$ cat src/rtl/trng_postproc.sv
// TRNG entropy conditioning: raw-bit synchroniser, repetition-count health test,
// von Neumann debiasing and byte packing onto a valid/ready output.
module trng_postproc #(
  parameter int REP_LIMIT   = 32,
  parameter int SYNC_STAGES = 2
) (
  input  logic       clk,
  input  logic       rst_n,
  input  logic       ena,
  input  logic       raw_bit,
  output logic [7:0] byte_out,
  output logic       byte_valid,
  input  logic       byte_ready,
  output logic       health_fail
);

  localparam logic [7:0] REP_MAX = 8'(REP_LIMIT);

  typedef enum logic {FIRST, SECOND} pair_e;

  logic [SYNC_STAGES-1:0] sync_q, sync_d;
  logic [7:0]             rep_cnt_q, rep_cnt_d;
  logic                   prev_q, prev_d;
  logic                   prev_vld_q, prev_vld_d;
  pair_e                  pair_q, pair_d;
  logic                   a_q, a_d;
  logic [7:0]             shift_q, shift_d;
  logic [3:0]             bit_cnt_q, bit_cnt_d;
  logic [7:0]             byte_out_q, byte_out_d;
  logic                   byte_valid_q, byte_valid_d;
  logic                   health_fail_q, health_fail_d;

  logic s_bit, emit, xfer, out_free;

  assign s_bit = sync_q[SYNC_STAGES-1];

  always_comb begin
    sync_d        = {sync_q[SYNC_STAGES-2:0], raw_bit};
    rep_cnt_d     = rep_cnt_q;
    prev_d        = prev_q;
    prev_vld_d    = prev_vld_q;
    pair_d        = pair_q;
    a_d           = a_q;
    shift_d       = shift_q;
    bit_cnt_d     = bit_cnt_q;
    byte_out_d    = byte_out_q;
    byte_valid_d  = byte_valid_q;
    health_fail_d = health_fail_q;
    emit          = 1'b0;

    if (ena) begin
      if (!prev_vld_q || s_bit != prev_q) rep_cnt_d = 8'd1;
      else if (rep_cnt_q != REP_MAX)      rep_cnt_d = rep_cnt_q + 8'd1;
      prev_d     = s_bit;
      prev_vld_d = 1'b1;
      if (rep_cnt_d == REP_MAX) health_fail_d = 1'b1;

      if (!health_fail_q) begin
        case (pair_q)
          FIRST: begin
            a_d    = s_bit;
            pair_d = SECOND;
          end
          SECOND: begin
            emit   = a_q ^ s_bit;
            pair_d = FIRST;
          end
          default: pair_d = FIRST;
        endcase
      end
    end

    // Output register drains independently of ena.
    xfer     = byte_valid_q && byte_ready;
    out_free = !byte_valid_q || byte_ready;
    if (xfer) byte_valid_d = 1'b0;
    if (bit_cnt_q == 4'd8 && out_free) begin
      byte_out_d   = shift_q;
      byte_valid_d = 1'b1;
      bit_cnt_d    = 4'd0;
    end

    // A full, blocked shift register drops further bits; the emitted bit equals a.
    if (emit && bit_cnt_d != 4'd8) begin
      shift_d   = {shift_d[6:0], a_q};
      bit_cnt_d = bit_cnt_d + 4'd1;
    end

    if (health_fail_d) begin
      byte_valid_d = 1'b0;
      shift_d      = 8'h00;
      bit_cnt_d    = 4'd0;
    end
  end

  always_ff @(posedge clk or negedge rst_n) begin
    if (!rst_n) begin
      sync_q        <= '0;
      rep_cnt_q     <= 8'd0;
      prev_q        <= 1'b0;
      prev_vld_q    <= 1'b0;
      pair_q        <= FIRST;
      a_q           <= 1'b0;
      shift_q       <= 8'h00;
      bit_cnt_q     <= 4'd0;
      byte_out_q    <= 8'h00;
      byte_valid_q  <= 1'b0;
      health_fail_q <= 1'b0;
    end else begin
      sync_q        <= sync_d;
      rep_cnt_q     <= rep_cnt_d;
      prev_q        <= prev_d;
      prev_vld_q    <= prev_vld_d;
      pair_q        <= pair_d;
      a_q           <= a_d;
      shift_q       <= shift_d;
      bit_cnt_q     <= bit_cnt_d;
      byte_out_q    <= byte_out_d;
      byte_valid_q  <= byte_valid_d;
      health_fail_q <= health_fail_d;
    end
  end

  assign byte_out    = byte_out_q;
  assign byte_valid  = byte_valid_q;
  assign health_fail = health_fail_q;

endmodule

$ cat config.mk
export PLATFORM = sky130hd
export DESIGN_NAME = trng_postproc
export DESIGN_NICKNAME = d
export VERILOG_FILES = /design/src/rtl/trng_postproc.sv
export SDC_FILE = /design/constraint.sdc
export NUM_CORES = 1
export LEC_CHECK = 0
export CORE_MARGIN = 3
export CORE_UTILIZATION = 45
export DETAILED_ROUTE_END_ITERATION = 7
export GPL_TIMING_DRIVEN = 0
export PLACE_DENSITY = 0.61
export SLEW_MARGIN = 20
export SYNTH_ARGS = -nofsm -noshare
export SYNTH_HDL_FRONTEND = slang
export SYNTH_SLANG_ARGS = --single-unit
$ cat constraint.sdc
create_clock -name clk -period 6.1 [get_ports clk]
set_input_delay 0.915 -clock clk [delete_from_list [all_inputs] [get_ports clk]]
set_output_delay 0.915 -clock clk [all_outputs]
set_load 0.1 [all_outputs]
Word level (Yosys, flattened, before mapping)

Index checks and enable logic that the tools add are counted.

Flip-flop bits (word level): 36
Input port bits: 5
Output and inout bits: 10
Word-level logic and storage cells: 49

Add/subtract/negate cells: 2
Equal/unequal tests: 5
Muxes and demuxes: 17
Bitwise logic cells: 3
Reductions and logical operators: 11

Operators with widths:

| cell                | number |
|---|---|
| $mux 8              | 5 |
| $mux 4              | 3 |
| $add 8x1->8 const B | 1 |
| $eq 8x6->1 const B  | 1 |
| $mux 1              | 8 |
| $ne 8x6->1 const B  | 1 |
| $add 4x1->4 const B | 1 |
| $eq 4x4->1 const B  | 1 |
| $ne 4x4->1 const B  | 1 |
| $logic_and 1x1->1   | 3 |
| $reduce_and 3->1    | 1 |
| $reduce_bool 3->1   | 1 |
| $logic_not 1->1     | 2 |
| $logic_or 1x1->1    | 2 |
| $not 1->1           | 2 |
| $pmux 1 s2          | 1 |
| $reduce_and 2->1    | 1 |
| $reduce_bool 2->1   | 1 |
| $ne 1x1->1          | 1 |
| $xor 1x1->1         | 1 |

Logic depth before layout (Yosys ltp)

Gate-level depths: netlist of the first run.

Depth after elaboration: 8
Gate-level depth with buffers: 8
Gate-level depth less buffers: 7

Worst setup path before layout of the first run

OpenSTA, ideal clock, no wires.

Path type: input to register
Start: in byte_ready
End: reg shift_q[4]
Library setup time: 0.119 ns
Data arrival time: 2.145 ns
Required time: 5.981 ns
Slack: 3.836 ns
Cell stages on the path: 5
Buffers on the path: 1
Path through: and2b_1 a211oi_1 dlymetal6s2s_1 mux2i_1 nor2_2

Word-level cells in the longest chain between the ends: 6

RTL lines:

| what                        | RTL line | text |
|---|---|---|
| start: declaration          | 13       | `input logic byte_ready,` |
| $logic_or 1x1->1            | 75       | `out_free = !byte_valid_q \|\| byte_ready;` |
| $logic_and 1x1->1           | 77       | `if (bit_cnt_q == 4'd8 && out_free) begin` |
| $mux 4                      | 77       |  |
| $ne 4x4->1                  | 84       | `if (emit && bit_cnt_d != 4'd8) begin` |
| $logic_and 1x1->1           | 84       |  |
| $reduce_bool 2->1 (no line) | --       |  |
| end signal: assignment      | 116      | `shift_q <= shift_d;` |
| end: declaration            | 27       | `logic [7:0] shift_q, shift_d;` |

Every way passes these cells.
A chain may end at the register's enable or synchronous reset.

Final worst setup path of the first run

Start: reg byte_out_q[0] (netlist: byte_out[0])
End: out byte_out[0]

RTL lines:

| what                     | RTL line | text |
|---|---|---|
| start: declaration       | 29       | `logic [7:0] byte_out_q, byte_out_d;` |
| start signal: assignment | 118      | `byte_out_q <= byte_out_d;` |
| end: declaration         | 11       | `output logic [7:0] byte_out,` |

No word-level cell between the ends.

==> results of run 1 <==
-- metal layers --
layer	share of wire, %	vias up	wire (µm)	GRT usage (%)
met1	48	606	1530	17.8
met5	0	-	0	0
met2	48	13	1540	23.6
li1	-	607	-	-
met4	1.2	0	40	6.07
met3	2.9	5	92	4.49
-- logic make-up after synthesis --
logic type / count (synthesis)
buffers and inverters: 14
AOI/OAI and AO/OA: 26
xor gates and xnor gates: 6
DFF: 36
adders and majority gates: 4
and+or+nand+nor: 55
muxes: 21
-- where the power goes --
group	internal [mW]	switching [mW]	total, mW
Combinational	0.0510	0.0625	0.113
Clock	0.0776	0.0778	0.155
Sequential	0.251	0.0111	0.262
-- registers in the layout (all words and copies together), names as in the netlist, 2 cells and up --
name,flops
rep_cnt_q,8
shift_q,8
bit_cnt_q,4
sync_q,2
byte_out,8
-- final cells by class --
cell class	count	area (µm²)
Inverter	8	30.0
Tap cell	48	60.1
Clock buffer	6	72.6
Timing Repair Buffer	14	145
Clock inverter	1	5.00
Sequential cell	36	901
Multi-Input combinational cell	112	828
Buffer	6	60.1
Fill cell	314	1670
-- layout by cell type, fill, tap and decap left out, types with 2 or more instances in the layout --
cell type / count
clkdlybuf4s50_1: 12
o21ai_0: 10
nand4_1: 2
mux2i_1: 10
nor2_2: 9
ha_1: 4
xnor2_1: 4
buf_6: 2
nor2_1: 8
inv_1: 8
and3b_1: 2
xor2_1: 2
dfrtp_1: 36
clkbuf_8: 6
clkbuf_1: 2
or2_2: 2
mux2_2: 11
nor3_1: 5
nand3b_1: 4
nand3_1: 5
nand2_1: 10
a21oi_1: 6
-- final timing paths --
path | to | depth (start not counted)
setup / recovery | byte_out[0] | 1
hold / removal | sync_q[1]$_DFF_PN0_ | 0
setup reg to reg | shift_q[4]$_DFFE_PN0P_ | 7
hold reg to reg | sync_q[1]$_DFF_PN0_ | 0
max in group asynchronous | shift_q[2]$_DFFE_PN0P_ | 2
min in group asynchronous | prev_vld_q$_DFFE_PN0P_ | 1
-- stage by stage --
step,std cells,area [µm²],hold slack [ns],worst slack [ns],total power [mW]
after detailed placement,224,2020,0.343,3.17,0.379
final,231,2100,0.353,3.40,0.531
after global placement,223,2010,0.334,3.16,0.374
after CTS,231,2100,0.359,3.38,0.536
after global routing,231,2100,0.366,3.36,0.564
after floorplan,162,1820,0.331,3.84,0.352
==> flow_summary.toml, run 1 <==
[logic_synthesis]
synth_most_common_cell = "dfrtp_1"
synth-edff-count = 0
avgSynthCellArea_um2 = 11.2
synth_warnings = 0
synth.cell_area_mm2 = 0.00182
synthMuxAreaShare_pct = 12.3
synth.area.top_cells = "dfrtp_1 50%, mux2_2 6.8%, mux2i_1 5.5%"
synth_top_cell_by_area = "dfrtp_1"
netlist_instances = 162
syn-num-nets = 171
synth_top_family_by_area = "simple AND/OR/NAND/NOR gates"
synth_xor_xnor_area_share_pct = 2.89
async_flop_share_pct = 100
synth_flop_cell = "dfrtp_1"
synth-simple-area-share_pct = 17.0
ys_types = 41
ys_seq_elements = 36
synthAdderAreaFrac_pct = 2.75
synth_top_area_share_pct = 49.5
synth-compound-area-share_pct = 10.6
synthTopCellsByCount = "36 x dfrtp_1, 11 x mux2_2, 10 x mux2i_1, 10 x nand2_1, 10 x o21ai_0"
synth-seq-area-share_pct = 49.5

[cts]
path_clk_slew_ns = 0.07
clockBufferDepth = 2
clock_latency_ns = 0.28
cts_buffers = 5
cts_root_buf = "clkbuf_8"
cts_sinks = 36
cts.repair.resized = 0
cts_tree = "built"
htreeDepth = 2
post_cts_buffers = 0
holdBufCountCts = 0

[critical_path]
crit_family = "buffers and inverters"
path_cells = "clkdlybuf4s50_1"
rrSetupSlack_ns = 3.76
rr_startpoint = "rep_cnt_q[3]$_DFFE_PN0P_"
slowest_delay_ns = 1.14
worstSetupEndpointType = "output pin"
path_class = "register to output pin"
worst-path-buf-inv = 1
startpoint = "byte_out[0]$_DFFE_PN0P_"
cp_max_fo = 2
slowest_stage = "clkdlybuf4s50_1"
crit_required_ns = 5.18
critPathArrivalTime_ns = 1.78
start_kind = "register"

[grt]
grt-ovfl-total = 0
grt.total_usage_pct = 14.5
grt_pass1_wl_um = 5660
antenna_found_initial = 0
grt_max_degree = 27
grt_pass1_vias = 1228

[route]
vias_per_cell = 5.33
num_vias = 1231
drtAntennaViolNets = 0
drt_iter0_markers = 72
post_drt_wl_per_cell_um = 13.9
drc_errors = 0
first_pass_iters = 4
wirelength_um = 3200

[timing]
setup_tns_ns = 0
setup_viol = 0
fin_crit_sh_pct = 44.2
min_period_ns = 2.70
maxSlewHeadroom_pct = 34.8
rsz0062_at_grt = "false"
slew_violations = 0
fmax_mhz = 371
worst_pin_slew_ns = 0.975
clock_skew_ns = 0.00382
finalHoldViolations = 0

[min_path]
hold_start = "sync_q[0]$_DFF_PN0_"
worstHoldPathType = "register to register"

[layout]
final_util_pct = 55.7
fin_nets = 192
drive_gt1_share_pct = 23.0
area_growth_pct = 15.5
antenna_cells = 0

[floorplan]
die_area_mm2 = 0.00484
die_w_um = 69.6
rows = 22
die-height_um = 69.6
start_util_pct = 48.2
ioPinCount = 15
core_area_mm2 = 0.00377

[placed_design]
gp_congestion = 0.846
hpwl_um = 2360
portBuffers = 13

[run]
max_cap_violations = 0

[power_and_ir_drop]
power_density_mw_per_mm2 = 253
p_leak_nw = 0.878
ir_worst_vdd_mv = 0.145

[run_status]
outcome = "complete, no violations"
Power figures use the tool's default switching activity.
==> inputs of run 2 (changes only) <==
- clock period: 6.1 -> 2.55 ns (I/O delays scaled with it)
==> flow_summary.toml, run 2 (synthesized netlist as in run 1, its figures left out) <==
[critical_path]
rrSetupSlack_ns = 0.21
worstSetupEndpointType = "register"
r2r-end = "shift_q[4]$_DFFE_PN0P_"
r2r_cells = 7
path_class = "register to register"
cp_max_fo = 10
critPathArrivalTime_ns = 2.51
rr_startpoint = "rep_cnt_q[3]$_DFFE_PN0P_"
start_kind = "register"
crit_required_ns = 2.72

[cts]
cts.repair.resized = 0
cts_sinks = 36
cts_buffers = 5
clock_latency_ns = 0.28
cts_tree = "built"
path_clk_slew_ns = 0.07
holdBufCountCts = 1
clockBufferDepth = 2
htreeDepth = 2
cts_root_buf = "clkbuf_8"
post_cts_buffers = 0

[floorplan]
start_util_pct = 48.2
die_area_mm2 = 0.00484
rows = 22
die_w_um = 69.6
die-height_um = 69.6
ioPinCount = 15
core_area_mm2 = 0.00377

[layout]
fillCellCount = 313
drive_gt1_share_pct = 22.8
layoutNonFillerInstCount = 232
final_cell_mix = "36 x dfrtp_1, 12 x clkdlybuf4s50_1, 11 x mux2_2"
area_growth_pct = 16.1
antenna_cells = 0
final_common_cell = "dfrtp_1"
fin_nets = 193

[min_path]
worstHoldPathType = "register to register"
hold_start = "sync_q[0]$_DFF_PN0_"
min_to = "sync_q[1]$_DFF_PN0_"
whs_path_depth = 0

[run]
max_cap_violations = 0

[route]
wirelength_um = 3210
drc_errors = 0
post_drt_wl_per_cell_um = 13.8
first_pass_iters = 4
drtAntennaViolNets = 0
vias_per_cell = 5.32
drt_iter0_markers = 60
num_vias = 1234

[grt]
busiest_layer = "met2"
grt_max_degree = 27
met1_usage_pct = 17.9
antenna_found_initial = 0
use_met3_pct = 4.35
grt_use_met2_pct = 23.6
grt_pass1_wl_um = 5660
grt_pass1_vias = 1228
grt.total_usage_pct = 14.5
grt-ovfl-total = 0

[placed_design]
dp_cells = 224
portBuffers = 13
hpwl_um = 2360
gp_congestion = 0.846

[run_status]
outcome = "complete, no violations"

[timing]
rsz0062_at_grt = "false"
worst_pin_slew_ns = 0.975
finalHoldViolations = 0
min_period_ns = 2.34
setup_tns_ns = 0
clock_skew_ns = 0.00382
setup_viol = 0
slew_violations = 0
fin_crit_sh_pct = 91.9
fmax_mhz = 427
maxSlewHeadroom_pct = 34.8

[power_and_ir_drop]
p_leak_nw = 0.882
power_density_mw_per_mm2 = 602
ir_worst_vdd_mv = 0.347
run 2: cell types whose count changed in the layout (fill, tap and decap cells not counted), sizes merged:
| cell | change |
|---|---|
| dlygate4sd3 | +1 |
run 2: stage by stage:
step           area (µm²)  hold WS [ns]  power, mW  setup slack, ns  utilization (%)
2_1_floorplan        1820        0.0869      0.841            0.311                -
4_1_cts              2110         0.359       1.28            0.170             56.0
6_report             2110         0.353       1.27            0.206             56.0
3_3_place_gp         2010         0.334      0.896            0.138             53.3
3_5_place_dp         2020         0.280      0.906            0.153             53.7
5_1_grt              2110         0.366       1.35           0.0564             56.0
run 2: final cells by class:
type                            instances  area, µm²  share of cell area (%)
Timing Repair Buffer                   15        155                    7.35
Inverter                                8       30.0                    1.42
Multi-Input combinational cell        112        828                    39.2
Buffer                                  6       60.1                    2.84
Clock inverter                          1       5.00                   0.237
Clock buffer                            6       72.6                    3.44
Tap cell                               48       60.1                    2.84
Sequential cell                        36        901                    42.7
run 2: power by group:
group | leakage, nW | switching (mW) | internal (mW)
clock | 0.0410 | 0.186 | 0.186
sequential | 0.482 | 0.0266 | 0.601
combinational | 0.359 | 0.150 | 0.123
total | 0.882 | 0.363 | 0.910
run 2: worst max-delay path, cell delays in order (launching register included):
cell and delay [ns]:
dfrtp_1 0.36, buf_4 0.16, or4_4 0.54, o211ai_1 0.38, a21oi_1 0.15, o41ai_4 0.36, buf_6 0.23, nor2_2 0.05
run 2: worst max-delay path by stage:
stage	startpoint	to	slack (ns)	cells after the start
after CTS	rep_cnt_q[2]$_DFFE_PN0P_	shift_q[4]$_DFFE_PN0P_	0.17	7
after floorplan	byte_valid$_DFFE_PN0P_	shift_q[4]$_DFFE_PN0P_	0.31	5
final	rep_cnt_q[3]$_DFFE_PN0P_	shift_q[4]$_DFFE_PN0P_	0.21	7
after global routing	rep_cnt_q[3]$_DFFE_PN0P_	shift_q[4]$_DFFE_PN0P_	0.06	7
after global placement	byte_ready	shift_q[4]$_DFFE_PN0P_	0.14	6
after detailed placement	byte_ready	shift_q[7]$_DFFE_PN0P_	0.15	6
run 2: routing by layer:
layer / vias to the layer above / wire (µm)
met5: - / 0
met2: 13 / 1540
met1: 607 / 1540
met4: 0 / 40
li1: 609 / -
met3: 5 / 90
==> RTL change, RTL diff (flow settings as in run 1) <==
Set the parameter `REP_LIMIT` to 16 (it was 32).
--- a/src/rtl/trng_postproc.sv
+++ b/src/rtl/trng_postproc.sv
@@ -2,5 +2,5 @@
 // von Neumann debiasing and byte packing onto a valid/ready output.
 module trng_postproc #(
-  parameter int REP_LIMIT   = 32,
+  parameter int REP_LIMIT   = 16,
   parameter int SYNC_STAGES = 2
 ) (
Function: same outputs for any inputs over 10 cycles, from zero or initial values and one cycle with rst_n low; that may be too few to reach the edited logic, so the function may still have changed.
==> RTL change against run 1 <==
- sequential cell count is the same
- power grew 5.2%
- worst setup slack lost 18 ps
- first-iteration DRC count shrank 40%
- global-route usage grew 1.6 points
- wire length shrank 2.6%
- highest routed layer unchanged
- synthesized area shrank 4.7%
- sequential share of layout area grew 0.91 points
- final area shrank 2.1%
==> RTL change: results (changes against run 1) <==
Status
  – Outcome: complete, no violations

GRT
  – Largest net degree at the start of global routing: 28 (+3.7%)
  – First-pass GRT wire length: 5319 microns (-6.1%)
  – Overall Global Routing Usage: 16.10% (+1.6 points)
  – Vias in the first global route: 1162 (-5.4%)

STA
  – Rel. slew slack: 34.92% (+0.095 points)
  – Clock skew: 3.397 ps (-0.4247 ps)

Synthesis
  – Cell variety after synth: 38 (-7.3%)
  – Syn Area/Cell: 11.05 sq um (-1.6%)
  – Synth top area cells: dfrtp_1 52%, mux2_2 7.1%, mux2i_1 4.6%, nor2_1 3.5%, xnor2_1 3.0%
  – Syn nets: 166 (-2.9%)
  – Synth cell count leaders: 36 x dfrtp_1, 16 x nor2_1, 11 x mux2_2, 10 x nand2_1, 9 x inv_1
  – Sequential share of the synthesized area: 51.95% (+2.4 points)

Cells and area
  – Fin nets: 188 (-2.1%)
  – Layout cells sized above 1: 16.67% (-6.3 points)
  – Final cell count without fillers: 226 (-2.2%)

Pwr
  – Clk pwr: 0.000205 W (+32%)
  – Sequential share of power: 47.9% (-1.5 points)
  – Switching power total: 0.0001490 W (-1.6%)
  – Cell Int Power: 0.0004101 W (+7.9%)
  – IR drop worst, VDD: 0.0001585 V (+9.2%)
  – Leak: 0.8581 nW (-2.2%)

Clock tree
  – Maximum root-to-sink buffer count: 2 (unchanged)
  – Clock Latency Late Sink: 290 ps
  – Max H-tree Level: 2 (unchanged)
  – CTS root buffer: clkbuf_8

Worst setup path
  – CP arrival: 2900 ps (+1120 ps)
  – Max FO, Critical Path: 10 (+8)

Place
  – HPWL Detailed: 2262 microns (-4.2%)
  – Gpl congestion: 0.8570 (+1.3%)
  – Placed cell count: 218 (-2.7%)
  – I/O Buffers: 14 (+1)
  – Cell Area, Placed: 1947 sq um (-3.8%)
  – Pre-CTS setup slack: 3101 ps (-69.65 ps)

Detailed routing
  – Initial DRC count: 43 (-40%)
  – WL final: 3121 microns (-2.6%)
  – Via density: 5.265 (-1.2%)
  – DR pass1 iterations: 4 (unchanged)
RTL change: cell count changes after synthesis, moves of 2 or more:
| cell | run 1 | this run |
|---|---|---|
| nor2_2 | 9 | 0 |
| nor2_1 | 8 | 16 |
| nand3b_1 | 4 | 1 |
| a21oi_1 | 6 | 4 |
| a31oi_1 | 0 | 2 |
| mux2i_1 | 10 | 8 |
| nand2b_1 | 0 | 2 |
| nand4b_1 | 0 | 2 |
| nor2b_1 | 0 | 2 |
| o21ai_0 | 10 | 8 |
| or3_1 | 1 | 3 |
| xnor2_1 | 4 | 6 |
RTL change: layout make-up:
cell class                 count  area, sq um
tap                           46        57.56
clock buffer                   5        68.82
sequential                    36        900.9
timing repair buffer          15        155.1
inverter                       9        33.78
multi-input combinational    108        775.7
fill                         306         1463
clock inverter                 3        42.54
buffer                         4        23.77
RTL change: cell families after synthesis:
family	Yosys count	share of synthesized area [%]
buf+inv	13	3.318
flops	36	51.95
compound gates	24	10.75
fa+ha+maj	4	2.886
mux	19	11.76
simple gates	54	15.80
xor+xnor	7	3.535
RTL change: final timing paths:
kind	cells after the start	slack [ps]	startpoint	to
min in group asynchronous	1	490	rst_n	rep_cnt_q[0]
setup / recovery	6	3390	ena	shift_q[6]
max in group asynchronous	2	5200	rst_n	health_fail
setup reg to reg	6	3780	rep_cnt_q[2]	shift_q[6]
hold reg to reg	0	350	sync_q[0]	sync_q[1]
hold / removal	0	350	sync_q[0]	sync_q[1]
RTL change: worst max-delay path: stages:
cell,delay [ps]
clkdlybuf4s50_1,520
nand2b_1,130
a2111oi_0,600
buf_2,420
mux2i_1,240
nor2_1,60
RTL change: metal layers:
layer	global-route usage [%]	up-vias	wire, microns
li1	-	593	-
met1	21.09	577	1561
met2	23.10	15	1359
met3	6.897	5	145
met4	6.948	0	54
met5	0	-	0
